File: src/rtl/pipe_hazard_ctrl.sv
// pipe_hazard_ctrl: stall/flush sequencer for the 5-stage pipeline.
// Merges load-use, taken-branch and data-memory wait into stage controls.
//
// Ports:
//   clk, rst           clock, async active-high reset
//   Rt_addr_IE         rt (dest) of the EX instruction
//   Rs_addr, Rt_addr   sources of the ID instruction
//   MemRead_IE         EX instruction is a load
//   Branch_taken_EX    EX branch resolved taken
//   mem_req, mem_ready MEM-stage data memory handshake
//   clr_cnt            synchronous clear of the perf counters
//   PCWrite..MEM_WB_Bubble  per-stage enables / nop loads
//   mem_err            sticky memory-wait watchdog error
//   stall_cnt          cycles with PCWrite=0 (saturating)
//   flush_cnt          taken-branch flush cycles (saturating)

module pipe_hazard_ctrl #(
  parameter int TIMEOUT = 64,
  parameter int CNT_W   = 16
) (
  input  logic             clk,
  input  logic             rst,
  input  logic [4:0]       Rt_addr_IE,
  input  logic [4:0]       Rs_addr,
  input  logic [4:0]       Rt_addr,
  input  logic             MemRead_IE,
  input  logic             Branch_taken_EX,
  input  logic             mem_req,
  input  logic             mem_ready,
  input  logic             clr_cnt,
  output logic             PCWrite,
  output logic             IF_ID_Write,
  output logic             IF_ID_Flush,
  output logic             ID_EX_Flush,
  output logic             ID_EX_Write,
  output logic             EX_MEM_Write,
  output logic             MEM_WB_Bubble,
  output logic             mem_err,
  output logic [CNT_W-1:0] stall_cnt,
  output logic [CNT_W-1:0] flush_cnt
);

  localparam int WC_W = (TIMEOUT > 1) ? $clog2(TIMEOUT) : 1;
  localparam logic [WC_W-1:0] WC_LAST = WC_W'(TIMEOUT - 1);

  typedef enum logic {
    S_RUN,
    S_ERR
  } state_t;

  state_t           r_state;
  state_t           w_state_nxt;
  logic [WC_W-1:0]  r_wcnt;
  logic [WC_W-1:0]  w_wcnt_nxt;
  logic             r_mem_err;
  logic [CNT_W-1:0] r_stall_cnt;
  logic [CNT_W-1:0] r_flush_cnt;

  logic w_load_use;
  logic w_mem_wait;
  logic w_freeze;
  logic w_flush;
  logic w_stall;
  logic w_run;
  logic w_trip;

  logic w_pc;
  logic w_ifid_w;
  logic w_ifid_f;
  logic w_idex_f;
  logic w_idex_w;
  logic w_exmem_w;
  logic w_bubble;

  // r0 is hardwired zero, so a load to it never creates a hazard.
  assign w_load_use = MemRead_IE
                    && (Rt_addr_IE != 5'd0)
                    && ((Rt_addr_IE == Rs_addr)
                     || (Rt_addr_IE == Rt_addr));

  assign w_mem_wait = mem_req && !mem_ready;

  // One-hot mode decode, priority: freeze > flush > stall > run.
  // Flush beats load-use since the ID instruction is wrong-path.
  assign w_freeze = (r_state == S_ERR) || w_mem_wait;
  assign w_flush  = !w_freeze && Branch_taken_EX;
  assign w_stall  = !w_freeze && !Branch_taken_EX && w_load_use;
  assign w_run    = !w_freeze && !Branch_taken_EX && !w_load_use;

  // Trips on the TIMEOUT-th consecutive wait, not when ready
  // arrives on that cycle.
  assign w_trip = (r_state == S_RUN) && w_mem_wait
               && (r_wcnt == WC_LAST);

  always_ff @(posedge clk or posedge rst) begin
    if (rst) begin
      r_state <= S_RUN;
      r_wcnt  <= '0;
    end else begin
      r_state <= w_state_nxt;
      r_wcnt  <= w_wcnt_nxt;
    end
  end

  always_comb begin
    w_state_nxt = r_state;
    w_wcnt_nxt  = '0;
    unique case (r_state)
      S_RUN: begin
        if (w_trip) begin
          w_state_nxt = S_ERR;
        end else if (w_mem_wait) begin
          w_wcnt_nxt = r_wcnt + 1'b1;
        end
      end
      S_ERR: begin
        w_state_nxt = S_ERR;
      end
      default: begin
        w_state_nxt = S_RUN;
      end
    endcase
  end

  always_comb begin
    w_pc      = 1'b0;
    w_ifid_w  = 1'b0;
    w_ifid_f  = 1'b0;
    w_idex_f  = 1'b0;
    w_idex_w  = 1'b0;
    w_exmem_w = 1'b0;
    w_bubble  = 1'b0;
    unique case (1'b1)
      w_freeze: begin
        w_bubble = 1'b1;
      end
      w_flush: begin
        w_pc      = 1'b1;
        w_ifid_w  = 1'b1;
        w_ifid_f  = 1'b1;
        w_idex_f  = 1'b1;
        w_idex_w  = 1'b1;
        w_exmem_w = 1'b1;
      end
      w_stall: begin
        w_idex_f  = 1'b1;
        w_idex_w  = 1'b1;
        w_exmem_w = 1'b1;
      end
      w_run: begin
        w_pc      = 1'b1;
        w_ifid_w  = 1'b1;
        w_idex_w  = 1'b1;
        w_exmem_w = 1'b1;
      end
      default: begin
        w_pc = 1'b0;
      end
    endcase
  end

  // Reset forces every control low immediately, not at the next edge.
  assign PCWrite       = !rst && w_pc;
  assign IF_ID_Write   = !rst && w_ifid_w;
  assign IF_ID_Flush   = !rst && w_ifid_f;
  assign ID_EX_Flush   = !rst && w_idex_f;
  assign ID_EX_Write   = !rst && w_idex_w;
  assign EX_MEM_Write  = !rst && w_exmem_w;
  assign MEM_WB_Bubble = !rst && w_bubble;

  always_ff @(posedge clk or posedge rst) begin
    if (rst) begin
      r_mem_err <= 1'b0;
    end else if (w_trip) begin
      r_mem_err <= 1'b1;
    end
  end

  always_ff @(posedge clk or posedge rst) begin
    if (rst) begin
      r_stall_cnt <= '0;
      r_flush_cnt <= '0;
    end else if (clr_cnt) begin
      r_stall_cnt <= '0;
      r_flush_cnt <= '0;
    end else begin
      if (!w_pc && (r_stall_cnt != '1)) begin
        r_stall_cnt <= r_stall_cnt + 1'b1;
      end
      if (w_flush && (r_flush_cnt != '1)) begin
        r_flush_cnt <= r_flush_cnt + 1'b1;
      end
    end
  end

  assign mem_err   = r_mem_err;
  assign stall_cnt = r_stall_cnt;
  assign flush_cnt = r_flush_cnt;

endmodule

File: config.mk
export PLATFORM = sky130hd
export DESIGN_NAME = pipe_hazard_ctrl
export DESIGN_NICKNAME = d
export VERILOG_FILES = /design/src/rtl/pipe_hazard_ctrl.sv
export SDC_FILE = /design/constraint.sdc
export NUM_CORES = 1
export LEC_CHECK = 0
export CORE_ASPECT_RATIO = 0.5
export CORE_MARGIN = 2
export CORE_UTILIZATION = 25
export CTS_CLUSTER_SIZE = 25
export DETAILED_ROUTE_END_ITERATION = 10
export SLEW_MARGIN = 25
export SYNTH_ARGS = -nofsm -noshare
export SYNTH_HDL_FRONTEND = slang
export SYNTH_SLANG_ARGS = --single-unit
export TNS_END_PERCENT = 50
File: constraint.sdc
create_clock -name clk -period 2.2 [get_ports clk]
set_input_delay 0.22 -clock clk [delete_from_list [all_inputs] [get_ports clk]]
set_output_delay 0.22 -clock clk [all_outputs]
set_load 0.02 [all_outputs]
# After elaboration in Yosys (flattened, before gate mapping)
# Index checks and enable logic that the tools add are counted.
totals:
  input_bits: 22
  out_inout_bits: 40
  ff_bits: 40
  wordCells: 58
classes:
  n_bitwise: 1
  n_addsub: 3
  n_reduce_logical: 30
  muxes: 14
  eq_ne: 5
op_table:
  columns: ["cell", "n"]
  rows:
  - ["16-bit two-way mux", 4]
  - ["16-bit by 1-bit adder with 16-bit output, second input constant", 2]
  - ["16-bit inequality test, second input constant", 2]
  - ["6-bit two-way mux", 3]
  - ["1-bit logical AND", 16]
  - ["5-bit equality test", 2]
  - ["6-bit by 1-bit adder with 6-bit output, second input constant", 1]
  - ["6-bit equality test, second input constant", 1]
  - ["1-bit zero test", 6]
  - ["1-bit two-way mux", 6]
  - ["5-bit nonzero test", 1]
  - ["2-bit nonzero test", 2]
  - ["2-bit OR reduction", 2]
  - ["3-bit OR reduction", 1]
  - ["1-bit logical OR", 2]
  - ["1-bit one-hot mux with 2 select lines", 1]
  - ["1-bit NOT", 1]

# Logic depth before layout (Yosys ltp)
# Gate-level depths: netlist of the first run.
depth:
  ltp_word: 12
  depth_mapped: 9

# Worst setup path after synthesis of the first run
# No wires, ideal clock.
synth_timing:
  kind: "register to register"
  start: "register r_stall_cnt[6] (netlist: stall_cnt[6])"
  end: "register r_stall_cnt[5] (netlist: stall_cnt[5])"
  path_slack_ns: 0.093
  path_buffers: 2
  path_stages_with_launch: 9
  period_less_slack_ns: 2.107
  arrival_time_ns: 1.982
  setup_time_ns: 0.125
  cell_sequence: "dfrtp_1 and3_4 and3_4 and4_4 and4_4 buf_6 buf_6 nor3b_1 mux2_2"
synth_between:
  elab_chain_cells: 3
synth_lines:
  columns: ["item", "line", "source"]
  rows:
  - ["from (decl)", "56", "logic [CNT_W-1:0] r_stall_cnt;"]
  - ["from (signal assigned)", "188", "r_stall_cnt <= r_stall_cnt + 1'b1;"]
  - ["16-bit inequality test", "187", "if (!w_pc && (r_stall_cnt != '1)) begin"]
  - ["1-bit logical AND", "187", null]
  - ["2-bit nonzero test (no source line)", null, null]
# Every way passes these cells.
# A chain may end at the register's enable or synchronous reset.

# Final worst setup path of the first run
layout_timing:
  start: "input Rt_addr_IE[1]"
  end: "output PCWrite"
layout_between:
  elab_chain_cells: 8
  word_cells_on_any_way: 11
layout_lines:
  columns: ["item", "line", "source"]
  rows:
  - ["from (decl)", "23", "input logic [4:0] Rt_addr_IE,"]
  - ["5-bit equality test, or another cell as far along", "78", "&& ((Rt_addr_IE == Rs_addr)"]
  - ["1-bit logical OR / 1-bit logical AND (equally long branches)", "79, 77", null]
  - ["1-bit logical AND (*)", "78", null]
  - ["1-bit zero test (*)", "88", "assign w_run = !w_freeze && !Branch_taken_EX && !w_load_use;"]
  - ["1-bit logical AND (*)", "88", null]
  - ["2-bit OR reduction (no source line) (*)", null, null]
  - ["1-bit two-way mux (*)", "133", "unique case (1'b1)"]
  - ["1-bit logical AND (*)", "163", "assign PCWrite = !rst && w_pc;"]
  - ["to (decl)", "31", "output logic PCWrite,"]
# Every way passes the cells marked *; elsewhere a longest branch is shown, timed or not.

==> results of run 1 <==
[power by group through the flow]
stage	logic (mW)	clock network [mW]	registers [mW]
finish	0.218	0.836	0.757
CTS	0.219	0.851	0.757
global route	0.240	0.895	0.759
floorplan	0.101	0	0.777
detailed placement	0.219	0	0.770
global placement	0.215	0	0.770
[final cells by class]
type / count / area, um^2
Clock buffer: 5 / 125
Clock inverter: 3 / 42.5
Fill cell: 849 / 5500
Inverter: 5 / 18.8
Multi-Input combinational cell: 179 / 1180
Sequential cell: 40 / 1000
Tap cell: 117 / 146
Timing Repair Buffer: 74 / 722
[registers in the layout (all words and copies together) (netlist names)]
signal / count
stall_cnt: 16
r_state: 1
mem_err: 1
r_wcnt: 6
flush_cnt: 16
[worst max-delay path, delay by kind of cell]
family | cells | cell delay (ns)
buffers and inverters | 2 | 0.76
AOI/OAI and AO/OA | 2 | 0.34
and+or+nand+nor | 2 | 0.62
[layout by cell type (no fill, tap or decap), drive strengths merged, types with 3 or more instances in the layout]
cell type	netlist	routed
ha	3	3
a21oi	16	16
dfrtp	40	40
nand4	8	8
o21ai	3	3
buf	8	13
inv	5	5
nor2	26	26
clkdlybuf4s50	0	57
and2	4	4
xnor2	17	17
o31ai	11	11
nand2b	4	4
and4	6	6
nand3	15	15
or4	14	14
clkbuf	6	5
and3	8	8
nand2	13	13
nor3	3	3
xor2	12	12
[final timing paths]
path,cells past startpoint,slack (ns),startpoint,endpoint
max in group asynchronous,3,1.41,rst,stall_cnt[13]
min in group clk,1,0.46,r_wcnt[0],r_wcnt[0]
worst max-delay path,6,0.03,Rt_addr_IE[1],PCWrite
worst max register to register,6,0.16,stall_cnt[6],stall_cnt[12]
worst min-delay path,3,0.43,rst,stall_cnt[1]
worst min register to register,1,0.46,r_wcnt[0],r_wcnt[0]
[layer usage]
metal	track usage (%)	vias to the layer above
met5	0	-
met4	4.54	0
met3	2.34	9
met2	20.1	23
met1	14.2	954
li1	-	990
[per-stage QoR]
step | cells | util, % | area (um^2) | power, mW | setup TNS [ns]
CTS | 423 | 36.8 | 3220 | 1.83 | -0.0781
global route | 423 | 37.1 | 3240 | 1.89 | -0.122
detailed placement | 415 | 34.9 | 3050 | 0.990 | -4.20
finish | 423 | 37.1 | 3240 | 1.81 | 0
global placement | 415 | 34.9 | 3050 | 0.984 | -3.00
floorplan | 238 | - | 2260 | 0.878 | 0
[synthesized netlist by cell type, types with 3 or more instances]
cell	n	area, um^2
sky130_fd_sc_hd__dfrtp_1	40	1000
sky130_fd_sc_hd__inv_1	5	18.8
sky130_fd_sc_hd__nand4_1	8	50.1
sky130_fd_sc_hd__nand3_1	15	75.1
sky130_fd_sc_hd__buf_4	5	37.5
sky130_fd_sc_hd__nand2b_1	4	25.0
sky130_fd_sc_hd__nor3_1	3	15.0
sky130_fd_sc_hd__clkbuf_1	6	22.5
sky130_fd_sc_hd__xnor2_1	17	149
sky130_fd_sc_hd__a21oi_1	15	75.1
sky130_fd_sc_hd__nand2_1	13	48.8
sky130_fd_sc_hd__and4_1	4	35.0
sky130_fd_sc_hd__and3_1	6	37.5
sky130_fd_sc_hd__xor2_1	12	105
sky130_fd_sc_hd__ha_1	3	37.5
sky130_fd_sc_hd__o31ai_1	11	82.6
sky130_fd_sc_hd__or4_1	14	105
sky130_fd_sc_hd__and2_1	4	25.0
sky130_fd_sc_hd__nor2_1	26	97.6
[what timing repair did]
action                     in CTS  in global routing
setup endpoints to repair       4                 15
pin swaps                       0                  2
resized for setup               6                  9
hold endpoints to repair        0                  0
[logic make-up (layout without fill, tap and decap cells)]
group / count (synthesis) / after routing / share of synthesized area, %
adder cells (fa/ha/maj): 3 / 3 / 1.66
buffers and inverters: 19 / 87 / 4.64
multiplexers: 2 / 2 / 0.939
XOR/XNOR: 29 / 29 / 11.2
AO/OA/AOI/OAI: 36 / 36 / 10.1
flip-flops: 40 / 40 / 44.2
AND/OR/NAND/NOR: 109 / 109 / 27.3
==> metrics.csv, run 1 <==
stage,metric,value,unit
floorplan,die_width,139,um
worst_setup_path,slowest_delay,0.55,ns
grt,initial_antenna_violation_count,0,
job,max-cap-violations,0,
grt,grt_overflow,0,
synth,netlist_area,2260,um^2
synth,synth_cells,238,
worst_setup_path,worst_ep_arrival_time,1.95,ns
detailed_routing,viasPerCell,4.67,
power_and_ir_drop,comb_power_share,12.1,%
timing,fin_crit_sh,98.6,%
grt,grt_max_degree,41,
synth,ys_seq_area_share,44.2,%
floorplan,std_cell_rows,24,
floorplan,die_area,9880,um^2
synth,mappedNetlistNets,263,
timing,grt_setup_unrepaired,true,
clock_network,clk_pin_slew,0.06,ns
placed_design,port-buffer-count,61,
power_and_ir_drop,power_density,559,nW/um^2
finish,finalNetCount,330,
timing,report.final.hold_viol_count,0,
detailed_routing,vias,1976,
timing,fin_worst_skew,0.00532,ns
synth,synth.yosys.warnings,0,
power_and_ir_drop,power_switching_share,23.4,%
worst_setup_path,critPathLaunchType,input port,
clock_network,tritoncts_num_sinks,40,
detailed_routing,met3RoutedLength,111,um
synth,ys.flop_type,sky130_fd_sc_hd__dfrtp_1,
detailed_routing,detail_route.drc_violations,0,
timing,fmax,0.461,GHz
finish,n_antenna_cell,0,
timing,worst_pin_slew,0.519,ns
worst_setup_path,cp_data_required_time,1.98,ns
clock_network,root_buffer,sky130_fd_sc_hd__clkbuf_16,
floorplan,initial_core_util,25.9,%
synth,asyncSetResetFlopFracSynth,100,%
grt,wire_length_of_the_first_global_routing_pass,9.32,mm
finish,area_grow_syn2layout,43.0,%
timing,worst_slack,0.0299,ns
placed_design,gp_congestion,0.799,
synth,synth_area_per_cell,9.52,um^2
power_and_ir_drop,cellLeakagePower,1.29,nW
grt,gr-usage-all-layers,11.5,%
detailed_routing,detail_route.wl_per_cell,13.3,um
clock_network,cts-htree-levels,2,
synth,synth_edf_count,0,
detailed_routing,finalWirelength,5.61,mm
clock_network,clk_path_buf_depth,2,
placed_design,pre_cts_ws,-0.363,ns
floorplan,io_pins,62,
placed_design,sum_of_net_half_perimeters_after_detailed_placement,4.12,mm
detailed_routing,top_layer,met4,
power_and_ir_drop,total_switching_power,0.423,mW
synth,total_of_flip_flops_plus_latches_after_synthesis,40,
worst_setup_path,cp_cell_sequence,"clkdlybuf4s50_1, or4_1, o21ai_2, nor2_1, a21boi_1, dlygate4sd1_1",
detailed_routing,drtIter0Drc,124,
clock_network,worst_skew_pair.late_latency,0.29,ns
timing,finalWorstPathRequiredPeriod,2.17,ns
worst_setup_path,timing.critical_path.slowest_stage_cell,sky130_fd_sc_hd__or4_1,
clock_network,buffer_count_from_post_cts_setup_fixing,0,
detailed_routing,detailedRoute.firstPassIterationCount,5,
timing,slew-limit-headroom,65.4,%
detailed_routing,drt.antenna.violating_nets,0,
detailed_routing,wl_met1,2.61,mm
power_and_ir_drop,share_seq_of_total_power,41.8,%
power_and_ir_drop,power.ir.vdd_worst,0.261,mV
grt,grt_pass1_vias,1953,
floorplan,placeableCoreArea,8740,um^2
timing,setup-violations-final,0,
finish,layout-drive-gt1-share,10.8,%
clock_network,cts-buffers-inserted,5,
power_and_ir_drop,internal_power,1.39,mW
timing,final_max_slew_viol_count,0,
timing,worst_hold_slack,0.427,ns
clock_network,cts_hold_buf,0,
status,status,"complete, no violations",
worst_setup_path,critical_path_peak_fanout,2,
worst_setup_path,setup.worst_path.end_class,output pin,
synth,netlist-cell-type-count,37,
floorplan,die_y,71.3,um
worst_hold_path,hp-class,input port to async pin,
detailed_routing,routed-wl-met2,2.81,mm
power_and_ir_drop,p_clk_share,46.2,%
worst_setup_path,critical_path_class,input port to output pin,
clock_network,tritoncts,yes,
Note: power is estimated with default switching activity, not from simulation.
==> inputs of run 2 (changes only) <==
- REMOVE_ABC_BUFFERS: not set -> 1
==> metrics.csv, run 2 (synthesized netlist as in run 1, its figures left out) <==
stage,metric,value,unit,change
grt,grt_max_degree,41,,unchanged
finish,layout-drive-gt1-share,9.51,%,-1.3 points
detailed_routing,detail_route.drc_violations,0,,unchanged
grt,grt_pass1_vias,2029,,+3.9%
finish,fill_cells,855,,+0.71%
finish,commonest_non_fill_non_tap_cells_in_the_layout,"sky130_fd_sc_hd__clkdlybuf4s50_1 (57), sky130_fd_sc_hd__dfrtp_1 (40), sky130_fd_sc_hd__nor2_1 (26)",,
floorplan,die_area,9880,um^2,unchanged
finish,finalNetCount,329,,-0.30%
worst_setup_path,endpoint,PCWrite,,
power_and_ir_drop,power.ir.vdd_worst,0.296,mV,+13%
power_and_ir_drop,total_switching_power,0.388,mW,-8.4%
clock_network,clk_path_buf_depth,2,,unchanged
placed_design,port-buffer-count,61,,unchanged
timing,worst_slack,0.0722,ns,+0.0424 ns
floorplan,std_cell_rows,24,,unchanged
timing,fin_crit_sh,96.7,%,-1.9 points
placed_design,sum_of_net_half_perimeters_after_detailed_placement,4.17,mm,+1.2%
detailed_routing,vias,1993,,+0.86%
placed_design,pre_cts_ws,-0.445,ns,-0.0820 ns
worst_setup_path,worst_r2r_startpoint,stall_cnt[6],,
power_and_ir_drop,power_density,531,nW/um^2,-4.9%
status,status,"complete, no violations",,
power_and_ir_drop,p_clk_share,42.4,%,-3.8 points
timing,worst_pin_slew,0.517,ns,-0.00205 ns
timing,final_max_slew_viol_count,0,,unchanged
timing,report.final.hold_viol_count,0,,unchanged
placed_design,gp_congestion,0.909,,+14%
timing,grt_setup_unrepaired,false,,
clock_network,tritoncts_num_sinks,40,,unchanged
worst_setup_path,r2r_setup_slack,0.16,ns,about the same
finish,layout.cells.most_common,sky130_fd_sc_hd__clkdlybuf4s50_1,,
clock_network,buffer_count_from_post_cts_setup_fixing,0,,unchanged
grt,gr-usage-all-layers,10.9,%,-0.60 points
grt,wire_length_of_the_first_global_routing_pass,9.09,mm,-2.4%
timing,worst_hold_slack,0.451,ns,+0.0242 ns
power_and_ir_drop,cellLeakagePower,1.26,nW,-2.0%
power_and_ir_drop,power_switching_share,22.9,%,-0.47 points
grt,grt_overflow,0,,unchanged
worst_setup_path,critical_path_peak_fanout,3,,+1
timing,fin_worst_skew,0.00260,ns,-0.00272 ns
power_and_ir_drop,comb_power_share,12.9,%,+0.8 points
clock_network,root_buffer,sky130_fd_sc_hd__clkbuf_16,,
worst_setup_path,worst_ep_arrival_time,1.91,ns,-0.04 ns
finish,layoutNonFillerInstCount,422,,-0.24%
floorplan,die_width,139,um,unchanged
worst_setup_path,critical_path_class,input port to output pin,,
worst_hold_path,hp-class,input port to async pin,,
timing,finalWorstPathRequiredPeriod,2.13,ns,-0.0424 ns
worst_setup_path,critPathLaunchType,input port,,
worst_setup_path,reg2regPathDepth,6,,unchanged
timing,setup-violations-final,0,,unchanged
clock_network,worst_skew_pair.late_latency,0.27,ns,-0.02 ns
clock_network,cts-buffers-inserted,5,,unchanged
floorplan,io_pins,62,,unchanged
worst_setup_path,cp_data_required_time,1.98,ns,about the same
clock_network,cts-htree-levels,2,,unchanged
floorplan,initial_core_util,25.9,%,unchanged
placed_design,place_inst,414,,-0.24%
timing,tns,0,ns,unchanged
detailed_routing,viasPerCell,4.72,,+1.1%
floorplan,placeableCoreArea,8740,um^2,unchanged
detailed_routing,detailedRoute.firstPassIterationCount,4,,-1
detailed_routing,drt.antenna.violating_nets,0,,unchanged
finish,area_grow_syn2layout,40.6,%,
finish,n_antenna_cell,0,,unchanged
floorplan,die_y,71.3,um,unchanged
power_and_ir_drop,share_seq_of_total_power,44.7,%,+2.9 points
timing,slew-limit-headroom,65.5,%,+0.14 points
worst_setup_path,crit_path_start,Rt_addr_IE[1],,
detailed_routing,finalWirelength,5.54,mm,-1.2%
worst_setup_path,r2r_end,stall_cnt[11],,
power_and_ir_drop,total_power,1.69,mW,-6.5%
grt,initial_antenna_violation_count,0,,unchanged
clock_network,tritoncts,yes,,
clock_network,clk_pin_slew,0.06,ns,about the same
power_and_ir_drop,internal_power,1.30,mW,-6.0%
detailed_routing,detail_route.wl_per_cell,13.1,um,-1.0%
job,max-cap-violations,0,,unchanged
detailed_routing,drtIter0Drc,124,,unchanged
worst_setup_path,setup.worst_path.end_class,output pin,,
timing,fmax,0.470,GHz,+2.0%
[run 2: cell count changes in the layout (fill, tap and decap cells not counted), sizes merged]
| cell | delta |
|---|---|
| bufinv | -1 |
| clkinv | -1 |
| clkbuf | +6 |
| dlygate4sd1 | -1 |
| buf | -1 |
| clkinvlp | -1 |
| clkdlybuf4s15 | -2 |
[run 2: critical path: stages]
cell and delay (ns):
sky130_fd_sc_hd__clkdlybuf4s50_1 0.47, sky130_fd_sc_hd__or4_1 0.55, sky130_fd_sc_hd__o21ai_2 0.15, sky130_fd_sc_hd__nor2_1 0.07
sky130_fd_sc_hd__a21boi_1 0.23, sky130_fd_sc_hd__clkbuf_2 0.22
[run 2: repair_timing]
item / in CTS / in global routing
endpoints found under the setup margin: 3 / 19
pin swaps: 0 / 1
endpoints found under the hold margin: 0 / 0
gates resized for setup: 4 / 11
hold buffers: 0 / 0
[run 2: per-stage QoR]
step / util [%] / instance area, um^2
after floorplan: - / 2180
after global placement: 34.6 / 3030
after detailed placement: 34.6 / 3030
after CTS: 36.3 / 3170
after global routing: 36.4 / 3180
final: 36.4 / 3180
[run 2: how the worst min path moves through the flow]
| stage | to | start | depth (start not counted) | slack (ns) |
|---|---|---|---|---|
| after floorplan | stall_cnt[0] | clr_cnt | 1 | 0.28 |
| after global placement | r_wcnt[0] | r_wcnt[0] | 1 | 0.45 |
| after detailed placement | mem_err | mem_err | 1 | 0.46 |
| after CTS | flush_cnt[5] | rst | 3 | 0.47 |
| after global routing | mem_err | mem_err | 1 | 0.47 |
| final | flush_cnt[5] | rst | 3 | 0.45 |
[run 2: final cells by class]
class / count / area [um^2] / area share (%)
well taps: 117 / 146 / 4.60
inverters: 5 / 18.8 / 0.589
flip-flops and latches: 40 / 1000 / 31.4
clock buffers: 8 / 146 / 4.60
repair buffers: 73 / 688 / 21.6
multi-input cells: 179 / 1180 / 37.2
[run 2: per-layer routing]
| layer | wire length [um] | vias to the layer above | track usage [%] |
|---|---|---|---|
| met5 | 0 | - | 0 |
| met4 | 51 | 0 | 3.06 |
| met3 | 109 | 4 | 2.07 |
| met2 | 2910 | 23 | 20.6 |
| met1 | 2470 | 984 | 12.9 |
| li1 | - | 982 | - |
[run 2: power groups by stage]
stage	clock network, mW	registers, mW	logic, mW
global placement	0	0.770	0.212
floorplan	0	0.777	0.0839
finish	0.717	0.757	0.218
global route	0.767	0.758	0.239
CTS	0.741	0.757	0.216
detailed placement	0	0.771	0.215
==> inputs of run 3 (changes only) <==
- RECOVER_POWER: not set -> 25
==> metrics.csv, run 3 (synthesized netlist as in run 1, its figures left out) <==
stage,metric,value,unit,change
finish,n_antenna_cell,0,,unchanged
detailed_routing,finalWirelength,5.54,mm,about the same
finish,area_grow_syn2layout,40.5,%,about the same
job,max-cap-violations,0,,unchanged
grt,wire_length_of_the_first_global_routing_pass,9.09,mm,unchanged
worst_hold_path,min_delay_path_depth,1,,
finish,finalNetCount,329,,unchanged
floorplan,die_y,71.3,um,unchanged
worst_setup_path,critical_path_peak_fanout,3,,unchanged
detailed_routing,detail_route.wl_per_cell,13.1,um,about the same
worst_setup_path,reg2regPathDepth,6,,unchanged
grt,grt_pass1_vias,2029,,unchanged
placed_design,pre_cts_ws,-0.445,ns,unchanged
clock_network,clk_pin_slew,0.05,ns,about the same
timing,finalWorstPathRequiredPeriod,2.13,ns,unchanged
detailed_routing,viasPerCell,4.72,,unchanged
worst_setup_path,crit_path_start,Rt_addr_IE[1],,
power_and_ir_drop,power_density,531,nW/um^2,about the same
floorplan,placeableCoreArea,8740,um^2,unchanged
timing,report.final.hold_viol_count,0,,unchanged
clock_network,clk_path_buf_depth,2,,unchanged
power_and_ir_drop,power_switching_share,22.9,%,-0.028 points
grt,grt_max_degree,41,,unchanged
timing,worst_slack,0.0722,ns,unchanged
worst_setup_path,critical_path_class,input port to output pin,,
worst_hold_path,hp-class,flip-flop to flip-flop,,
clock_network,tritoncts_num_sinks,40,,unchanged
floorplan,die_width,139,um,unchanged
timing,fin_crit_sh,96.7,%,unchanged
timing,fin_worst_skew,0.00239,ns,-0.000209 ns
grt,grt_overflow,0,,unchanged
worst_setup_path,worst_r2r_startpoint,stall_cnt[6],,
floorplan,std_cell_rows,24,,unchanged
clock_network,tritoncts,yes,,
power_and_ir_drop,power.ir.vdd_worst,0.296,mV,about the same
placed_design,gp_congestion,0.909,,unchanged
timing,worst_pin_slew,1.01,ns,+0.496 ns
placed_design,port-buffer-count,61,,unchanged
timing,slew-limit-headroom,32.5,%,-33 points
timing,tns,0,ns,unchanged
clock_network,worst_skew_pair.late_latency,0.27,ns,about the same
power_and_ir_drop,total_switching_power,0.387,mW,-0.23%
power_and_ir_drop,internal_power,1.30,mW,about the same
timing,final_max_slew_viol_count,0,,unchanged
floorplan,io_pins,62,,unchanged
worst_setup_path,worst_ep_arrival_time,1.91,ns,about the same
finish,layout.cells.most_common,sky130_fd_sc_hd__clkdlybuf4s50_1,,
timing,grt_setup_unrepaired,false,,
timing,setup-violations-final,0,,unchanged
detailed_routing,drtIter0Drc,99,,-20%
detailed_routing,drt.antenna.violating_nets,0,,unchanged
finish,multi_input_comb_area,1180,um^2,unchanged
timing,fmax,0.470,GHz,unchanged
power_and_ir_drop,p_clk_share,42.4,%,about the same
detailed_routing,detailedRoute.firstPassIterationCount,4,,unchanged
worst_setup_path,cp_data_required_time,1.98,ns,about the same
floorplan,die_area,9880,um^2,unchanged
grt,gr-usage-all-layers,10.9,%,unchanged
worst_setup_path,setup.worst_path.end_class,output pin,,
worst_setup_path,critPathLaunchType,input port,,
grt,initial_antenna_violation_count,0,,unchanged
worst_setup_path,r2r_end,stall_cnt[11],,
clock_network,cts-htree-levels,2,,unchanged
detailed_routing,vias,1993,,unchanged
floorplan,initial_core_util,25.9,%,unchanged
clock_network,buffer_count_from_post_cts_setup_fixing,0,,unchanged
power_and_ir_drop,comb_power_share,12.8,%,about the same
finish,final-seq-area,1000,um^2,unchanged
placed_design,sum_of_net_half_perimeters_after_detailed_placement,4.17,mm,unchanged
finish,layout-drive-gt1-share,9.51,%,unchanged
clock_network,root_buffer,sky130_fd_sc_hd__clkbuf_16,,
status,status,"complete, no violations",,
worst_setup_path,r2r_setup_slack,0.15,ns,about the same
power_and_ir_drop,share_seq_of_total_power,44.8,%,about the same
finish,fill_cells,856,,+0.12%
detailed_routing,detail_route.drc_violations,0,,unchanged
worst_setup_path,endpoint,PCWrite,,
finish,commonest_non_fill_non_tap_cells_in_the_layout,"sky130_fd_sc_hd__clkdlybuf4s50_1 (56), sky130_fd_sc_hd__dfrtp_1 (40), sky130_fd_sc_hd__nor2_1 (26)",,
clock_network,cts_hold_buf,0,,unchanged
power_and_ir_drop,cellLeakagePower,1.26,nW,about the same
clock_network,cts-buffers-inserted,5,,unchanged
[run 3: area by class of cell]
type / instances / area share [%]
Timing Repair Buffer: 73 / 21.5
Inverter: 5 / 0.590
Tap cell: 117 / 4.60
Multi-Input combinational cell: 179 / 37.2
Clock buffer: 8 / 4.60
Sequential cell: 40 / 31.5
[run 3: repair_timing]
item	CTS	global route
cloned	0	0
pin swaps	0	1
endpoints found under the setup margin	3	19
gates resized for setup	4	11
[run 3: worst min-delay path by stage]
stage	end	slack, ns	from
floorplan	stall_cnt[0]	0.28	clr_cnt
global placement	r_wcnt[0]	0.45	r_wcnt[0]
CTS	flush_cnt[5]	0.47	rst
finish	mem_err	0.46	mem_err
global route	mem_err	0.47	mem_err
detailed placement	mem_err	0.46	mem_err
[run 3: stage by stage]
step / util [%] / std cells / cell area, um^2 / total power, mW / hold slack (ns)
final: 36.4 / 422 / 3180 / 1.69 / 0.460
after global routing: 36.4 / 422 / 3180 / 1.76 / 0.473
after CTS: 36.3 / 422 / 3170 / 1.71 / 0.465
after detailed placement: 34.6 / 414 / 3030 / 0.986 / 0.455
after global placement: 34.6 / 414 / 3030 / 0.982 / 0.447
after floorplan: - / 224 / 2180 / 0.861 / 0.283
[run 3: layer usage]
metal	vias to the layer above	track usage [%]	share of wire, %
li1	983	-	-
met1	985	12.9	44
met2	21	20.6	53
met3	4	2.07	1.7
met4	0	3.06	0.92
met5	-	0	0
[run 3: worst max-delay path: stages]
cell,delay [ns]
sky130_fd_sc_hd__clkdlybuf4s50_1,0.47
sky130_fd_sc_hd__or4_1,0.55
sky130_fd_sc_hd__o21ai_2,0.15
sky130_fd_sc_hd__nor2_1,0.07
sky130_fd_sc_hd__a21boi_1,0.23
sky130_fd_sc_hd__clkbuf_2,0.22
[run 3: power groups by stage]
stage          clock network [mW]  registers, mW  logic (mW)
2_1_floorplan                   0          0.777      0.0839
3_3_place_gp                    0          0.770       0.212
3_5_place_dp                    0          0.771       0.215
4_1_cts                     0.741          0.757       0.216
5_1_grt                     0.767          0.758       0.238
6_report                    0.716          0.757       0.217
